## src/rtl/gpio_sw_serializer_if.sv

```systemverilog
// rtl/gpio_sw_serializer_if.sv - switch input / GPIO header bundle for gpio_sw_serializer
// master: serializer side (reads SW, drives GPIO); slave: board/bench side.
interface gpio_sw_serializer_if #(
  parameter int DATA_W = 10
);
  logic [DATA_W-1:0] SW;
  logic [31:0]       GPIO;

  modport master (input SW, output GPIO);
  modport slave  (output SW, input GPIO);
endinterface

```

## src/rtl/gpio_sw_serializer.sv

```systemverilog
// rtl/gpio_sw_serializer.sv - debounced SW to GPIO serial frame source (SCK/SDO/LAT/BUSY)
// Optional even-parity bit after the LSB when GPIO_PARITY_EN is defined.
module gpio_sw_serializer #(
  parameter int DATA_W     = 10,
  parameter int CLK_DIV    = 4,
  parameter int STABLE_CYC = 16
) (
  input logic                  CLOCK_50,
  input logic                  Resetn,
  gpio_sw_serializer_if.master bus
);

`ifdef GPIO_PARITY_EN
  localparam int NB = DATA_W + 1;
`else
  localparam int NB = DATA_W;
`endif
  localparam int CNT_W = $clog2(STABLE_CYC);
  localparam int DIV_W = $clog2(CLK_DIV);
  localparam int BIT_W = $clog2(NB + 1);
  localparam logic [CNT_W-1:0] CNT_MAX  = CNT_W'(STABLE_CYC - 1);
  localparam logic [DIV_W-1:0] DIV_LAST = DIV_W'(CLK_DIV - 1);
  localparam logic [DIV_W-1:0] DIV_HALF = DIV_W'(CLK_DIV / 2);
  localparam logic [BIT_W-1:0] BIT_LAST = BIT_W'(NB - 1);

  typedef enum logic [2:0] {IDLE, LOAD, SHIFT, LATCH, GAP} state_t;

  state_t            state_q, state_d;
  logic [DATA_W-1:0] sw_meta_q, sw_meta_d;
  logic [DATA_W-1:0] sw_sync_q, sw_sync_d;
  logic [DATA_W-1:0] sw_prev_q, sw_prev_d;
  logic [DATA_W-1:0] last_sent_q, last_sent_d;
  logic [CNT_W-1:0]  stab_cnt_q, stab_cnt_d;
  logic [NB-1:0]     shreg_q, shreg_d;
  logic [DIV_W-1:0]  div_q, div_d;
  logic [BIT_W-1:0]  bit_q, bit_d;
  logic              sck_q, sck_d;
  logic              sdo_q, sdo_d;
  logic              lat_q, lat_d;
  logic              busy_q, busy_d;
  logic              stable;
  logic [NB-1:0]     frame_data;

`ifdef GPIO_PARITY_EN
  assign frame_data = {sw_sync_q, ^sw_sync_q};
`else
  assign frame_data = sw_sync_q;
`endif

  // A value that only just reached sw_sync must not ride on the old value's saturated count.
  assign stable = (stab_cnt_q == CNT_MAX) && (sw_sync_q == sw_prev_q);

  always_comb begin
    sw_meta_d   = bus.SW;
    sw_sync_d   = sw_meta_q;
    sw_prev_d   = sw_sync_q;
    stab_cnt_d  = stab_cnt_q;
    state_d     = state_q;
    last_sent_d = last_sent_q;
    shreg_d     = shreg_q;
    div_d       = div_q;
    bit_d       = bit_q;

    if (sw_sync_q != sw_prev_q) begin
      stab_cnt_d = '0;
    end else if (stab_cnt_q != CNT_MAX) begin
      stab_cnt_d = stab_cnt_q + 1'b1;
    end

    unique case (state_q)
      IDLE: begin
        if (stable && (sw_sync_q != last_sent_q)) state_d = LOAD;
      end
      LOAD: begin
        shreg_d     = frame_data;
        last_sent_d = sw_sync_q;
        div_d       = '0;
        bit_d       = '0;
        state_d     = SHIFT;
      end
      SHIFT: begin
        if (div_q == DIV_LAST) begin
          div_d = '0;
          if (bit_q == BIT_LAST) begin
            state_d = LATCH;
          end else begin
            bit_d   = bit_q + 1'b1;
            shreg_d = shreg_q << 1;
          end
        end else begin
          div_d = div_q + 1'b1;
        end
      end
      LATCH: begin
        if (div_q == DIV_LAST) begin
          div_d   = '0;
          state_d = GAP;
        end else begin
          div_d = div_q + 1'b1;
        end
      end
      GAP: begin
        if (div_q == DIV_LAST) begin
          div_d   = '0;
          state_d = IDLE;
        end else begin
          div_d = div_q + 1'b1;
        end
      end
      default: state_d = IDLE;
    endcase

    // Pins are registered from next-state values so they line up with the state they describe.
    busy_d = (state_d != IDLE);
    sck_d  = (state_d == SHIFT) && (div_d >= DIV_HALF);
    sdo_d  = (state_d == SHIFT) && shreg_d[NB-1];
    lat_d  = (state_d == LATCH);
  end

  always_ff @(posedge CLOCK_50 or negedge Resetn) begin
    if (!Resetn) begin
      state_q     <= IDLE;
      sw_meta_q   <= '0;
      sw_sync_q   <= '0;
      sw_prev_q   <= '0;
      last_sent_q <= '0;
      stab_cnt_q  <= '0;
      shreg_q     <= '0;
      div_q       <= '0;
      bit_q       <= '0;
      sck_q       <= 1'b0;
      sdo_q       <= 1'b0;
      lat_q       <= 1'b0;
      busy_q      <= 1'b0;
    end else begin
      state_q     <= state_d;
      sw_meta_q   <= sw_meta_d;
      sw_sync_q   <= sw_sync_d;
      sw_prev_q   <= sw_prev_d;
      last_sent_q <= last_sent_d;
      stab_cnt_q  <= stab_cnt_d;
      shreg_q     <= shreg_d;
      div_q       <= div_d;
      bit_q       <= bit_d;
      sck_q       <= sck_d;
      sdo_q       <= sdo_d;
      lat_q       <= lat_d;
      busy_q      <= busy_d;
    end
  end

  assign bus.GPIO = {28'h0, busy_q, lat_q, sdo_q, sck_q};

endmodule

```

## src/flat_wrapper.sv

```systemverilog
// flat-port wrapper written by rule: the top's interface ports become plain ports
module gpio_sw_serializer_flat 
#(
  parameter int DATA_W     = 10,
  parameter int CLK_DIV    = 4,
  parameter int STABLE_CYC = 16
)
  (CLOCK_50, Resetn, bus_SW, bus_GPIO);
  gpio_sw_serializer_if #(.DATA_W(DATA_W)) bus_i ();
  input logic CLOCK_50;
  input logic Resetn;
  input wire logic [$bits(bus_i.SW)-1:0] bus_SW;
  output wire logic [$bits(bus_i.GPIO)-1:0] bus_GPIO;
  assign bus_i.SW = bus_SW;
  assign bus_GPIO = bus_i.GPIO;
  gpio_sw_serializer #(.DATA_W(DATA_W), .CLK_DIV(CLK_DIV), .STABLE_CYC(STABLE_CYC)) u_core (.CLOCK_50(CLOCK_50), .Resetn(Resetn), .bus(bus_i));
endmodule
```

## config.mk

```make
export PLATFORM = sky130hd
export DESIGN_NAME = gpio_sw_serializer_flat
export DESIGN_NICKNAME = d
export VERILOG_FILES = /design/src/rtl/gpio_sw_serializer_if.sv /design/src/rtl/gpio_sw_serializer.sv /design/src/flat_wrapper.sv
export SDC_FILE = /design/constraint.sdc
export NUM_CORES = 1
export LEC_CHECK = 0
export BUFFER_PORTS_ARGS = -buffer_cell sky130_fd_sc_hd__buf_2
export CORE_ASPECT_RATIO = 1.2
export CORE_UTILIZATION = 60
export CTS_CLUSTER_SIZE = 10
export DETAILED_ROUTE_END_ITERATION = 8
export HOLD_SLACK_MARGIN = 0.03
export MAX_ROUTING_LAYER = met4
export PLACE_DENSITY_LB_ADDON = 0.08
export RECOVER_POWER = 50
export SYNTH_ARGS = -nofsm -noshare
export SYNTH_HDL_FRONTEND = slang
export SYNTH_SLANG_ARGS = --single-unit
```

## constraint.sdc

```tcl
create_clock -name CLOCK_50 -period 4.85 [get_ports CLOCK_50]
set_input_delay 0.97 -clock CLOCK_50 [delete_from_list [all_inputs] [get_ports CLOCK_50]]
set_output_delay 0.97 -clock CLOCK_50 [all_outputs]
set_load 0.005 [all_outputs]
```

## Word-level counts from Yosys, hierarchy flattened

Index checks and enable logic that the tools add are counted.

| operators by class | value |
|---|---|
| $add $sub $neg | 3 |
| $lt $le $gt $ge | 1 |
| equal/unequal tests | 15 |
| mux-type cells | 16 |
| reduce and logical (&&, ||, !) cells | 10 |

Operator list:

| cell | number |
|---|---|
| 10-bit two-way mux | 2 |
| 10-bit != test | 2 |
| 10-bit case mux with 2 select lines | 1 |
| 4-bit two-way mux | 4 |
| 3-bit two-way mux | 5 |
| 3-bit case mux with 5 select lines | 1 |
| 3-bit by 2-bit equality test with 1-bit output (second input constant) | 4 |
| 10-bit equality test | 1 |
| 4-bit by 1-bit adder with 4-bit output (second input constant) | 2 |
| 4-bit equality test (second input constant) | 2 |
| 4-bit case mux with 2 select lines | 1 |
| 1-bit logical AND | 4 |
| 4-bit != test (second input constant) | 1 |
| 2-bit case mux with 2 select lines | 1 |
| 2-bit nonzero test | 2 |
| 3-bit by 1-bit equality test with 1-bit output (second input constant) | 1 |
| 3-bit equality test (second input constant) | 1 |
| 3-bit zero test | 1 |
| 3-bit AND reduction | 1 |
| 3-bit nonzero test | 1 |
| 3-bit OR reduction | 1 |
| 2-bit by 1-bit adder with 2-bit output (second input constant) | 1 |
| 2-bit equality test (second input constant) | 1 |
| 2-bit >= comparator (second input constant) | 1 |
| 3 further kinds | 3 |

| word-level totals | value |
|---|---|
| flip-flop bits (word level) | 67 |
| input bits | 12 |
| output and inout bits | 32 |

## Depth between registers and ports, before layout

| logic depth | value |
|---|---|
| word-level depth | 7 |
| depth in mapped cells | 7 |
| depth with buffers taken out | 6 |

## Worst setup path before layout

No wires, ideal clock.

| timing path | value |
|---|---|
| path kind | register to register |
| start point | register with a tool-made name |
| end point | register u_core.sdo_q |
| library setup time | 0.119 ns |
| arrival | 1.613 ns |
| required time | 4.731 ns |
| path slack | 3.118 ns |
| cell stages (with the launch flop) | 7 |
| buffers on the path | 1 |
| period minus slack after synthesis | 1.732 ns |
| cells stage by stage | dfrtp_1 -> ha_1 -> and4bb_4 -> and2_4 -> buf_6 -> a221o_1 -> and2_1 |

RTL lines:

| item | RTL line | RTL |
|---|---|---|
| to (signal assigned) | gpio_sw_serializer.sv:146 | `sdo_q <= sdo_d;` |
| to (decl) | gpio_sw_serializer.sv:38 | `logic sdo_q, sdo_d;` |

## Worst setup path in the final report

| timing path | value |
|---|---|
| start point | register u_core.state_q[2] |
| end point | register u_core.sdo_q |

RTL lines:

| item | RTL line | RTL |
|---|---|---|
| from (decl) | gpio_sw_serializer.sv:28 | `state_t state_q, state_d;` |
| from (signal assigned) | gpio_sw_serializer.sv:136 | `state_q <= state_d;` |
| 3-bit by 2-bit equality test with 1-bit output / 3-bit by 1-bit equality test with 1-bit output (equally long branches) | gpio_sw_serializer.sv:70 | `unique case (state_q)` |
| 10-bit case mux with 2 select lines (*) | gpio_sw_serializer.sv:70 |  |
| via u_core.shreg_d[9] | gpio_sw_serializer.sv:34 | `logic [NB-1:0] shreg_q, shreg_d;` |
| 1-bit logical AND (*) | gpio_sw_serializer.sv:116 | `sdo_d = (state_d == SHIFT) && shreg_d[NB-1];` |
| via u_core.sdo_d | gpio_sw_serializer.sv:38 |  |

Mark *: on every way through the listed nets, which the timed path passes. The rest lies on a longest branch.
A chain may end at the register's enable or synchronous reset.

==> out/qor.csv <==
metric,value,unit
DRC Markers,2,
share of layout cells above drive strength 1,17.3,%
global route total overflow,0,
ANT nets after route,0,
outcome,finished with violations,
Worst Skew,7.67,ps
global-route wire length before repair,7040,um
FF/Latch Area,1680,um2
yosys warns,0,
clk sinks,67,
minimum clock period,2680,ps
core area,4590,um2
failing checks,design-rule violations,
Hold Fails Final Rpt,0,
total global-route track usage,20.0,%
CTS H-tree lvls,3,
P_int,830,uW
Critical Path RT,5070,ps
sequential element share of the synthesized area,58.6,%
fmax,0.373,GHz
PwrDens,349,nW/um2
#FFs+latches synth,67,
crit-path max FO,24,
Post-Synthesis Cells,233,
Final Util,66.0,%
Startpoint Class,register,
Worst Path Arrival,2900,ps
switching share of power,21.5,%
Avg Synthesized Cell Area,12.3,um2
layout net count,265,
CTS clock-pin slew for the worst setup and hold paths,70,ps
CP Capture Type,register,
worst slew pin tran,1190,ps
GP Congestion,0.788,
fin cells,312,
Lkg Pwr,0.00148,uW
routed wire length,4140,um
FF-to-FF Start,u_core.state_q[2]$_DFF_PN0_,
CP Class,register to register,
CTS Root Cell,clkbuf_8,
CTS tree,built,
Vias,1599,
DR iter-0 viols,73,
number of buffers created by CTS,9,
DR WL/cell,13.3,um
boundary pin count,44,
Filler cells,351,
Syn-to-layout area delta,5.99,%
Pre-Repair DR Iteration Count,6,
die area,5050,um2
Rows,27,
Hold Crit Start,u_core.sw_meta_q[6]$_DFF_PN0_,
Clk pwr share,42.1,%
Post-Syn Area,2860,um2
clock buffer depth,2,
hold buffers post-CTS,0,
Post-CTS Setup Bufs,0,
Die X,65.1,um
largest net degree at the start of global routing,47,
Flop pwr share,55.0,%
Sw Pwr,228,uW
via/cell ratio,5.13,
initial antenna violation count,0,
vias in the first global route,1541,
"Setup violations, final",0,
worst vdd ir,0.235,mV
worst skew pair latency,330,ps
dpl cells,296,
max-slew violation count,0,
Slew HR,20.5,%
Min Hold Slack,348,ps
dpl hpwl,2780,um
type of the worst min-delay path,register to register,
antenna fix cells,0,
crit path launch,u_core.state_q[2]$_DFF_PN0_,
logic gate share of total power,2.9,%
die height,77.7,um
MaxCap Viol Count,0,
Async SR Flop Fraction,100,%
"Primary FF master, synth",dfrtp_1,
unrepaired setup endpoints after global routing,no,
post-route clock period utilization,55.2,%
"Distinct cells, synth",40,
sum of negative setup slack,0,ps
starting density of the core,62.3,%
multi-input logic area,998,um2
IO buf count,15,
post-CTS sizing,0,
"EDFF count, synth",0,
[cells in the final DEF, fill, tap and decap left out, types with 4 or more instances in the layout]
master | synthesis | routed
o31ai_1 | 4 | 4
nand2_1 | 19 | 19
dfrtp_1 | 67 | 67
xnor2_1 | 11 | 11
buf_2 | 2 | 14
ha_1 | 4 | 4
nand4_1 | 4 | 4
nor2_1 | 11 | 11
clkbuf_8 | 0 | 10
a22oi_1 | 8 | 8
mux2_2 | 12 | 12
xor2_1 | 12 | 12
conb_1 | 1 | 28
[metal layers]
layer,track usage (%),vias up,share of wire [%]
li1,-,769,-
met1,23.7,792,44
met2,29.9,34,51
met3,7.50,4,3.2
met4,9.78,0,0.99
met5,-,-,0
[Yosys cell counts (all sizes together), types with 2 or more instances]
cell	count	area share (%)
a22oi	8	2.1
a21oi	2	0.35
buf	35	9.1
nand2	19	2.5
xor2	12	3.7
a32oi	2	0.61
nor3	2	0.35
inv	2	0.26
dfrtp	67	59
nor2	11	1.4
nand3	3	0.52
nand3b	2	0.52
nand4	4	0.87
clkbuf	4	0.52
nor4	3	0.66
xnor2	11	3.4
ha	4	1.7
mux2	12	4.7
o21ai	3	0.52
nor2b	3	0.66
and2	4	0.96
mux2i	3	1.0
o31ai	4	1.0
[path summary, 6_finish.rpt]
kind                                                           to  slack (ps)  cells past startpoint
worst min register to register     u_core.frame_data[6]$_DFF_PN0_         350                      0
worst min-delay path               u_core.frame_data[6]$_DFF_PN0_         350                      0
max in group asynchronous       u_core.last_sent_q[7]$_DFFE_PN0N_        2810                      2
worst max register to register             u_core.sdo_q$_DFF_PN0_        2170                      5
min in group asynchronous               u_core.div_q[1]$_DFF_PN0_         860                      1
worst max-delay path                       u_core.sdo_q$_DFF_PN0_        2170                      5
[logic make-up after synthesis]
logic type	Yosys count	synth area share, %
buf+inv	41	9.92
simple gates	58	10.7
flops	67	58.6
xor+xnor	23	7.04
compound gates	24	6.12
other cells	1	0.131
fa+ha+maj	4	1.75
mux	15	5.77
[area by class of cell]
class | count | area share, %
clock buffers | 11 | 4.66
flip-flops and latches | 67 | 55.3
clock inverters | 5 | 1.73
inverters | 2 | 0.247
well taps | 58 | 2.39
multi-input cells | 152 | 32.9
repair buffers | 17 | 2.80
[stage by stage]
step                      power [uW]  area, um2  worst slack [ps]
after floorplan                  620       2960              3120
after global placement           623       2850              2840
after detailed placement         624       2850              2800
after CTS                       1070       3040              2790
after global routing            1100       3030              1960
final                           1060       3030              2170
[sequential cells by signal, indices dropped and copies added (netlist names), named ones only]
register,count
u_core.sw_meta_q,10
u_core.state_q,3
u_core.stab_cnt_q,4
u_core.lat_q,1
u_core.sck_q,1
u_core.frame_data,10
u_core.bit_q,4
u_core.last_sent_q,10
u_core.busy_q,1
u_core.sw_prev_q,10
u_core.shreg_q,10
u_core.sdo_q,1
u_core.div_q,1
[critical path, stage by stage, from the launching register on]
cell and delay (ps):
dfrtp_1 530, nor3b_1 230, clkbuf_1 850, a21oi_1 410
a221o_1 400, and2_1 140
[power by group through the flow]
stage | clock network [uW] | registers, uW | logic [uW]
CTS | 459 | 582 | 31.5
finish | 445 | 582 | 30.7
detailed placement | 0 | 593 | 31.5
floorplan | 0 | 589 | 30.6
global placement | 0 | 592 | 31.0
global route | 479 | 583 | 36.3
No activity file was read; power rests on OpenSTA's default activity.
